`config.mk`:
```
export PLATFORM = sky130hd
export DESIGN_NAME = ham_15_11_codec_arbiter
export DESIGN_NICKNAME = d
export VERILOG_FILES = /design/src/rtl/ham_15_11_codec_arbiter_pkg.sv /design/src/rtl/ham_15_11_codec.sv /design/src/rtl/ham_15_11_codec_arbiter.sv
export SDC_FILE = /design/constraint.sdc
export NUM_CORES = 1
export LEC_CHECK = 0
export CAP_MARGIN = 40
export CELL_PAD_IN_SITES_DETAIL_PLACEMENT = 1
export CELL_PAD_IN_SITES_GLOBAL_PLACEMENT = 1
export CORE_MARGIN = 2
export CORE_UTILIZATION = 30
export DETAILED_ROUTE_END_ITERATION = 10
export PLACE_DENSITY = 0.6
export SLEW_MARGIN = 20
export SYNTH_ARGS = -nofsm -noshare
export SYNTH_HDL_FRONTEND = slang
export SYNTH_SLANG_ARGS = --single-unit
```
`constraint.sdc`:
```
create_clock -name clk -period 6.18 [get_ports clk]
set_input_delay 1.236 -clock clk [delete_from_list [all_inputs] [get_ports clk]]
set_output_delay 1.236 -clock clk [all_outputs]
set_load 0.05 [all_outputs]
```
`src/rtl/ham_15_11_codec_arbiter_pkg.sv`:
```
// Shared constants for the Hamming(15,11) codec arbiter:
// FSM encoding, grant identifiers, parity and syndrome masks.
package ham_15_11_codec_arbiter_pkg;

  localparam logic [1:0] ST_IDLE = 2'd0;
  localparam logic [1:0] ST_CALC = 2'd1;
  localparam logic [1:0] ST_HOLD = 2'd2;

  localparam logic GRANT_ENC = 1'b0;
  localparam logic GRANT_DEC = 1'b1;

  localparam logic OP_ENC = 1'b0;
  localparam logic OP_DEC = 1'b1;

  // data bits feeding p0..p3 (index k = parity bit k)
  localparam logic [3:0][10:0] P_MASK = {
    11'h7F0, 11'h78E, 11'h66D, 11'h55B
  };

  // codeword bits whose 1-based position has bit k set
  localparam logic [3:0][14:0] S_MASK = {
    15'h7F80, 15'h7878, 15'h6666, 15'h5555
  };

endpackage

```
`src/rtl/ham_15_11_codec.sv`:
```
// Combinational Hamming(15,11) encoder and single-error
// correcting decoder; syndrome/corr are forced to 0 for encodes.
module ham_15_11_codec
  import ham_15_11_codec_arbiter_pkg::*;
(
  input  logic        op,
  input  logic [10:0] d,
  input  logic [14:0] code,
  output logic [14:0] codeword,
  output logic [10:0] data,
  output logic [3:0]  syn,
  output logic        corr
);

  logic [3:0]  w_p;
  logic [3:0]  w_s;
  logic [14:0] w_flip;
  logic [14:0] w_fixed;

  // parity and syndrome reductions
  always_comb begin
    w_p = '0;
    w_s = '0;
    for (int k = 0; k < 4; k++) begin
      w_p[k] = ^(d & P_MASK[k]);
      w_s[k] = ^(code & S_MASK[k]);
    end
  end

  assign codeword = {d[10:4], w_p[3], d[3:1],
                     w_p[2], d[0], w_p[1], w_p[0]};

  assign w_flip  = (w_s != 4'd0) ?
                   (15'd1 << (w_s - 4'd1)) : 15'd0;
  assign w_fixed = code ^ w_flip;
  assign data    = {w_fixed[14:8], w_fixed[6:4], w_fixed[2]};

  assign syn  = (op == OP_DEC) ? w_s : 4'd0;
  assign corr = (op == OP_DEC) && (w_s != 4'd0);

endmodule

```
`src/rtl/ham_15_11_codec_arbiter.sv`:
```
// Round-robin arbiter time-sharing one Hamming(15,11) codec
// between encode and decode requesters, with correction counter.
module ham_15_11_codec_arbiter
  import ham_15_11_codec_arbiter_pkg::*;
#(
  parameter int CNT_W = 16
) (
  input  logic             clk,
  input  logic             rst_n,
  input  logic             enc_valid,
  output logic             enc_ready,
  input  logic [10:0]      enc_data,
  input  logic             dec_valid,
  output logic             dec_ready,
  input  logic [14:0]      dec_code,
  output logic             out_valid,
  input  logic             out_ready,
  output logic [14:0]      out_data,
  output logic             out_is_dec,
  output logic [3:0]       out_syn,
  output logic             out_corr,
  input  logic             clr_cnt,
  output logic [CNT_W-1:0] corr_cnt
);

  logic [1:0]  r_state;
  logic        r_last_grant;
  logic        r_op;
  logic [14:0] r_operand;

  logic        w_idle;
  logic        w_pick_dec;
  logic        w_pick_enc;
  logic        w_accept;
  logic [14:0] w_cw;
  logic [10:0] w_data;
  logic [3:0]  w_syn;
  logic        w_corr;

  assign w_idle     = (r_state == ST_IDLE);
  assign w_pick_dec = dec_valid &&
                      (!enc_valid || r_last_grant == GRANT_ENC);
  assign w_pick_enc = enc_valid && !w_pick_dec;
  assign enc_ready  = w_idle && w_pick_enc;
  assign dec_ready  = w_idle && w_pick_dec;
  assign w_accept   = enc_ready || dec_ready;

  ham_15_11_codec u_codec (
    .op       (r_op),
    .d        (r_operand[10:0]),
    .code     (r_operand),
    .codeword (w_cw),
    .data     (w_data),
    .syn      (w_syn),
    .corr     (w_corr)
  );

  // latch the granted operand and remember who won
  always_ff @(posedge clk or negedge rst_n) begin
    if (!rst_n) begin
      r_op         <= OP_ENC;
      r_operand    <= '0;
      r_last_grant <= GRANT_DEC;
    end else if (w_accept) begin
      r_op         <= w_pick_dec ? OP_DEC : OP_ENC;
      r_operand    <= w_pick_dec ? dec_code
                                 : {4'b0, enc_data};
      r_last_grant <= w_pick_dec ? GRANT_DEC : GRANT_ENC;
    end
  end

  // IDLE -> CALC -> HOLD sequencing and result registers
  always_ff @(posedge clk or negedge rst_n) begin
    if (!rst_n) begin
      r_state    <= ST_IDLE;
      out_valid  <= 1'b0;
      out_data   <= '0;
      out_is_dec <= 1'b0;
      out_syn    <= '0;
      out_corr   <= 1'b0;
    end else begin
      unique case (r_state)
        ST_IDLE: begin
          if (w_accept) r_state <= ST_CALC;
        end
        ST_CALC: begin
          out_data   <= (r_op == OP_DEC) ?
                        {4'b0, w_data} : w_cw;
          out_is_dec <= r_op;
          out_syn    <= w_syn;
          out_corr   <= w_corr;
          out_valid  <= 1'b1;
          r_state    <= ST_HOLD;
        end
        ST_HOLD: begin
          if (out_ready) begin
            out_valid <= 1'b0;
            r_state   <= ST_IDLE;
          end
        end
        default: r_state <= ST_IDLE;
      endcase
    end
  end

  // saturating count of corrected decodes, clear wins
  always_ff @(posedge clk or negedge rst_n) begin
    if (!rst_n) begin
      corr_cnt <= '0;
    end else if (clr_cnt) begin
      corr_cnt <= '0;
    end else if (r_state == ST_CALC && w_corr &&
                 !(&corr_cnt)) begin
      corr_cnt <= corr_cnt + 1'b1;
    end
  end

endmodule

```
# Word level (Yosys, flattened, before mapping)
# Index checks and enable logic that the tools add are counted.
# op_classes
n_eq_ne	4
mul	0
n_bitwise	2
div	0
reduce_logical	27
magnitude_cmp	0
add_sub_neg	2
mux	12
shifts	1
# ops
op	n
$reduce_xor A15 Y1	4
$mux W15	3
$reduce_xor A11 Y1	4
$mux W16	2
$add A16 B1 Y16 const B	1
$reduce_and A16 Y1	1
$shl A1 B4 Y15 const A	1
$xor A15 B15 Y15	1
$logic_and A1 B1 Y1	7
$pmux W2 S3	1
$mux W2	2
$mux W4	1
$reduce_and A2 Y1	2
$reduce_bool A2 Y1	2
$reduce_bool A4 Y1	1
$sub A4 B1 Y4 const B	1
$logic_not A1 Y1	3
$eq A2 B1 Y1 const B	1
$eq A2 B2 Y1 const B	1
$logic_not A2 Y1	1
$logic_or A1 B1 Y1	2
$mux W1	2
$ne A2 B1 Y1 const B	1
$ne A2 B2 Y1 const B	1
other kinds (2)	2
# totals
ram_bits	0
memories	0
rom_bits	0
word_cells	58
reg_bits	57
input_bits	32
output_inout_bits	40
latchBits	0

# Logic depth before layout (Yosys ltp)
# logic_depth
word_depth	9
mapped_depth	10
depth_no_buf	8

# Hierarchy
# A second synthesis with hierarchy kept.
# unflattened
cells_unflattened	342
area_unflattened_um2	3462.1
# by_module_without_submodules
mod	cells_per_inst	n_inst	seq_area_each_um2	area_each_um2
ham_15_11_codec_arbiter	260	1	1427.6	2681.3
ham_15_11_codec	82	1	0.0	780.7

# Worst setup path after synthesis
# OpenSTA, ideal clock, no wires.
# synth_path
path_kind	input to output
start	in dec_valid
end	out enc_ready
required_time_ps	4944
n_path_buf	1
path_stages	3
t_arrival_ps	2406
slack_ps	2538
cell_sequence	a21boi_1 -> clkbuf_1 -> nor2_1
# synth_between
elab_chain_cells	4
# synth_lines
item	line	source
start: declaration	ham_15_11_codec_arbiter.sv:13	input logic dec_valid,
$logic_and A1 B1 Y1	ham_15_11_codec_arbiter.sv:41	assign w_pick_dec = dec_valid &&
$logic_not A1 Y1	ham_15_11_codec_arbiter.sv:43	assign w_pick_enc = enc_valid && !w_pick_dec;
$logic_and A1 B1 Y1	ham_15_11_codec_arbiter.sv:43	
$logic_and A1 B1 Y1	ham_15_11_codec_arbiter.sv:44	assign enc_ready = w_idle && w_pick_enc;
end: declaration	ham_15_11_codec_arbiter.sv:11	output logic enc_ready,
# No other way between the ends.

# Final worst setup path
# layout_path
start	in dec_valid
end	out dec_ready
# layout_between
elab_chain_cells	2
# layout_lines
item	line	source
$logic_and A1 B1 Y1	ham_15_11_codec_arbiter.sv:41	
$logic_and A1 B1 Y1	ham_15_11_codec_arbiter.sv:45	assign dec_ready = w_idle && w_pick_dec;
end: declaration	ham_15_11_codec_arbiter.sv:14	output logic dec_ready,
# No other way between the ends.

==> results.json <==
{
  "reg2reg_depth": 8,
  "finalSetupViolations": 0,
  "r2r-end": "out_data[0]$_DFFE_PN0P_",
  "crit_path_frequent_cell": "clkdlybuf4s50_1",
  "min_path_type": "flip-flop to flip-flop",
  "clock_skew_ps": 4.455,
  "cts_inserted_buffers": 9,
  "vias_per_cell": 4.970,
  "slew_headroom_pct": 48.11,
  "finalHoldViolCount": 0,
  "drt-total-wl_um": 9061,
  "fin_area_sq_um": 4619,
  "yosysTopAreaCell": "dfrtp_1",
  "fin_crit_sh_pct": 74.15,
  "fp.dieW_um": 110.9,
  "dpl.hpwl_um": 6440,
  "cts_resized": 0,
  "place.gp.congestion": 0.7807,
  "maxCapViolations": 0,
  "area_delta_synth_final_pct": 34.84,
  "synth_area_leaders": "dfrtp_1 41%, xnor2_1 5.6%, mux2i_1 5.6%, nand2_1 4.7%, o21ai_0 4.5%",
  "clkLatencyLatePin_ps": 320,
  "core_sq_um": 11270,
  "boundaryPins": 72,
  "avgSynthCellArea_sq_um": 9.437,
  "cp-start-kind": "input port",
  "slew_violations": 0,
  "root_buffer": "clkbuf_16",
  "fp.dieH_um": 110.9,
  "start_util_pct": 30.39,
  "holdBufCountCts": 0,
  "drive_gt1_share_pct": 8.083,
  "synth_area_sq_um": 3426,
  "hold_path_end": "out_is_dec$_DFFE_PN0P_",
  "grt_max_degree": 58,
  "crit_path_cell_trace": "clkdlybuf4s50_1 -> a21boi_1 -> buf_4 -> and2_0 -> clkdlybuf4s50_1",
  "critical-path-top-delay-family": "buffers and inverters",
  "drt.antenna.violating_nets": 0,
  "worstSetupPathType": "input port to output port",
  "die_area_sq_um": 12290,
  "max_freq_mhz": 218.2,
  "dpl_cell_area_sq_um": 4253,
  "htree_levels": 3,
  "drt_first_pass_iters": 4,
  "synth-seq-cells": 57,
  "status": "finished clean",
  "diodes": 0,
  "vias": 2863,
  "critPathCaptureType": "output port",
  "path_max_fanout": 13,
  "grt_pass1_wl_um": 15260,
  "drtIter0Drc": 109,
  "synth_nets": 397,
  "cpMaxStageDelayCell": "clkdlybuf4s50_1",
  "port_buffers": 71,
  "hold_depth": 2,
  "cts_sinks": 57,
  "crit_buf_inv": 3,
  "hp-start": "out_is_dec$_DFFE_PN0P_",
  "synth_cells": 363,
  "antenna_found_initial": 0,
  "ys_warn_count": 0,
  "finalNetCount": 462,
  "drcViolationCount": 0,
  "crit_required_ps": 4940,
  "setup_tns_ps": 0,
  "grt_pass1_vias": 2928,
  "ys_types": 48,
  "rows": 39,
  "cts_tree": "yes",
  "overflow": 0,
  "clk_pin_slew_ps": 50,
  "max_stage_delay_ps": 860,
  "worstPathArrival_ps": 3350,
  "tightest_slew_ps": 777.6,
  "grt_util_all_layers_pct": 15.40,
  "r2r_slack_ps": 3010,
  "rsz0062_at_grt": "false",
  "yosysSeqAreaShare_pct": 41.67,
  "clock_path_buffers": 2,
  "wl_per_cell_um": 15.73,
  "fin_crit_ps": 4583,
  "netlist.area_leader.share_pct": 40.91,
  "reg2reg_from": "r_operand[6]$_DFFE_PN0P_",
  "post_cts_buffers": 0
}
-- worst min-delay path, delay by kind of cell, from the launching register on --
| kind | cells | cell delay (ps) |
|---|---|---|
| simple gates | 2 | 100 |
| flops | 1 | 330 |
-- worst max-delay path by stage --
| stage | from | to | slack [ps] | depth (start not counted) |
|---|---|---|---|---|
| after global placement | dec_valid | dec_ready | 1640 | 5 |
| after floorplan | dec_valid | enc_ready | 2540 | 3 |
| final | dec_valid | dec_ready | 1600 | 5 |
| after detailed placement | dec_valid | dec_ready | 1590 | 5 |
| after CTS | dec_valid | dec_ready | 1580 | 5 |
| after global routing | dec_valid | dec_ready | 1500 | 5 |
-- cells in the final DEF (no fill, tap or decap), types with 3 or more instances in the layout --
| master | count |
|---|---|
| a22o_1 | 4 |
| xor2_1 | 7 |
| nand3_1 | 9 |
| nor2_1 | 24 |
| nand4_1 | 8 |
| buf_4 | 5 |
| a21oi_1 | 14 |
| clkbuf_16 | 9 |
| nor4_1 | 10 |
| mux2i_1 | 19 |
| nand2_1 | 43 |
| nor3_1 | 7 |
| o21ai_0 | 31 |
| or3_1 | 7 |
| nor2b_1 | 10 |
| clkbuf_8 | 5 |
| dfrtp_1 | 56 |
| inv_1 | 10 |
| clkdlybuf4s50_1 | 70 |
| mux2_1 | 4 |
| xnor3_1 | 4 |
| mux2_2 | 5 |
| and4_1 | 3 |
| o311ai_0 | 3 |
| and3_1 | 8 |
| xnor2_1 | 22 |
| o211ai_1 | 4 |
-- cell type report --
class                      instances  area [sq um]
fill                            1271          6653
multi-input combinational        271          1851
sequential                        57          1428
timing repair buffer              79         797.0
clock buffer                      15         297.8
tap                              143         178.9
inverter                          10         37.54
clock inverter                     1         30.03
-- per-stage QoR --
step | worst slack, ps | cells | util (%) | hold WS (ps)
2_1_floorplan | 2538 | 363 | - | 496.1
3_3_place_gp | 1635 | 557 | 37.60 | 453.7
3_5_place_dp | 1594 | 558 | 37.73 | 465.9
4_1_cts | 1581 | 574 | 40.64 | 478.6
5_1_grt | 1504 | 576 | 40.98 | 507.0
6_report | 1597 | 576 | 40.98 | 469.7
-- state kept, by name, indices dropped and copies added, names as in the netlist --
name,flops
r_state,2
r_op,1
r_last_grant,1
out_data,15
r_operand,15
out_valid,1
out_corr,1
corr_cnt,16
out_is_dec,1
out_syn,4
-- kinds of logic after synthesis --
group	after synthesis	synth area share, %
AO/OA/AOI/OAI	66	11.72
XOR/XNOR	37	12.75
adder cells (fa/ha/maj)	2	0.7303
buffers and inverters	35	4.309
flip-flops	57	41.67
multiplexers	28	8.510
AND/OR/NAND/NOR	138	20.31
-- synth_stat cells, drive strengths merged --
library cell and instances:
nor2 24, and4 3, xnor3 4, o211ai 4
nor4b 2, a21oi 14, nand2 43, dfstp 1
ha 2, and2 1, o311ai 3, inv 10
nand2b 2, dfrtp 56, xor3 2, xor2 7
a22o 4, a31oi 1, nand3 9, and3 8
buf 5, nand4 8, a21boi 1, o21ai 32
a211oi 2, mux2 9, o31ai 2, a21o 2
o2111ai 1, or4 2, or3b 2, nor4 10
xnor2 24, nor2b 10, mux2i 19, clkbuf 20
or3 7, nor3 7
-- routing by layer --
metal	up-vias	part of all wire, %	track usage [%]
met5	-	0	0
met4	0	1.1	5.000
met3	8	3.6	3.445
met2	52	44	23.44
met1	1395	51	21.80
li1	1408	-	-
Power is left out: the tool's default activity adds up to more than one toggle a clock period on the data nets, which glitch-free logic cannot reach.
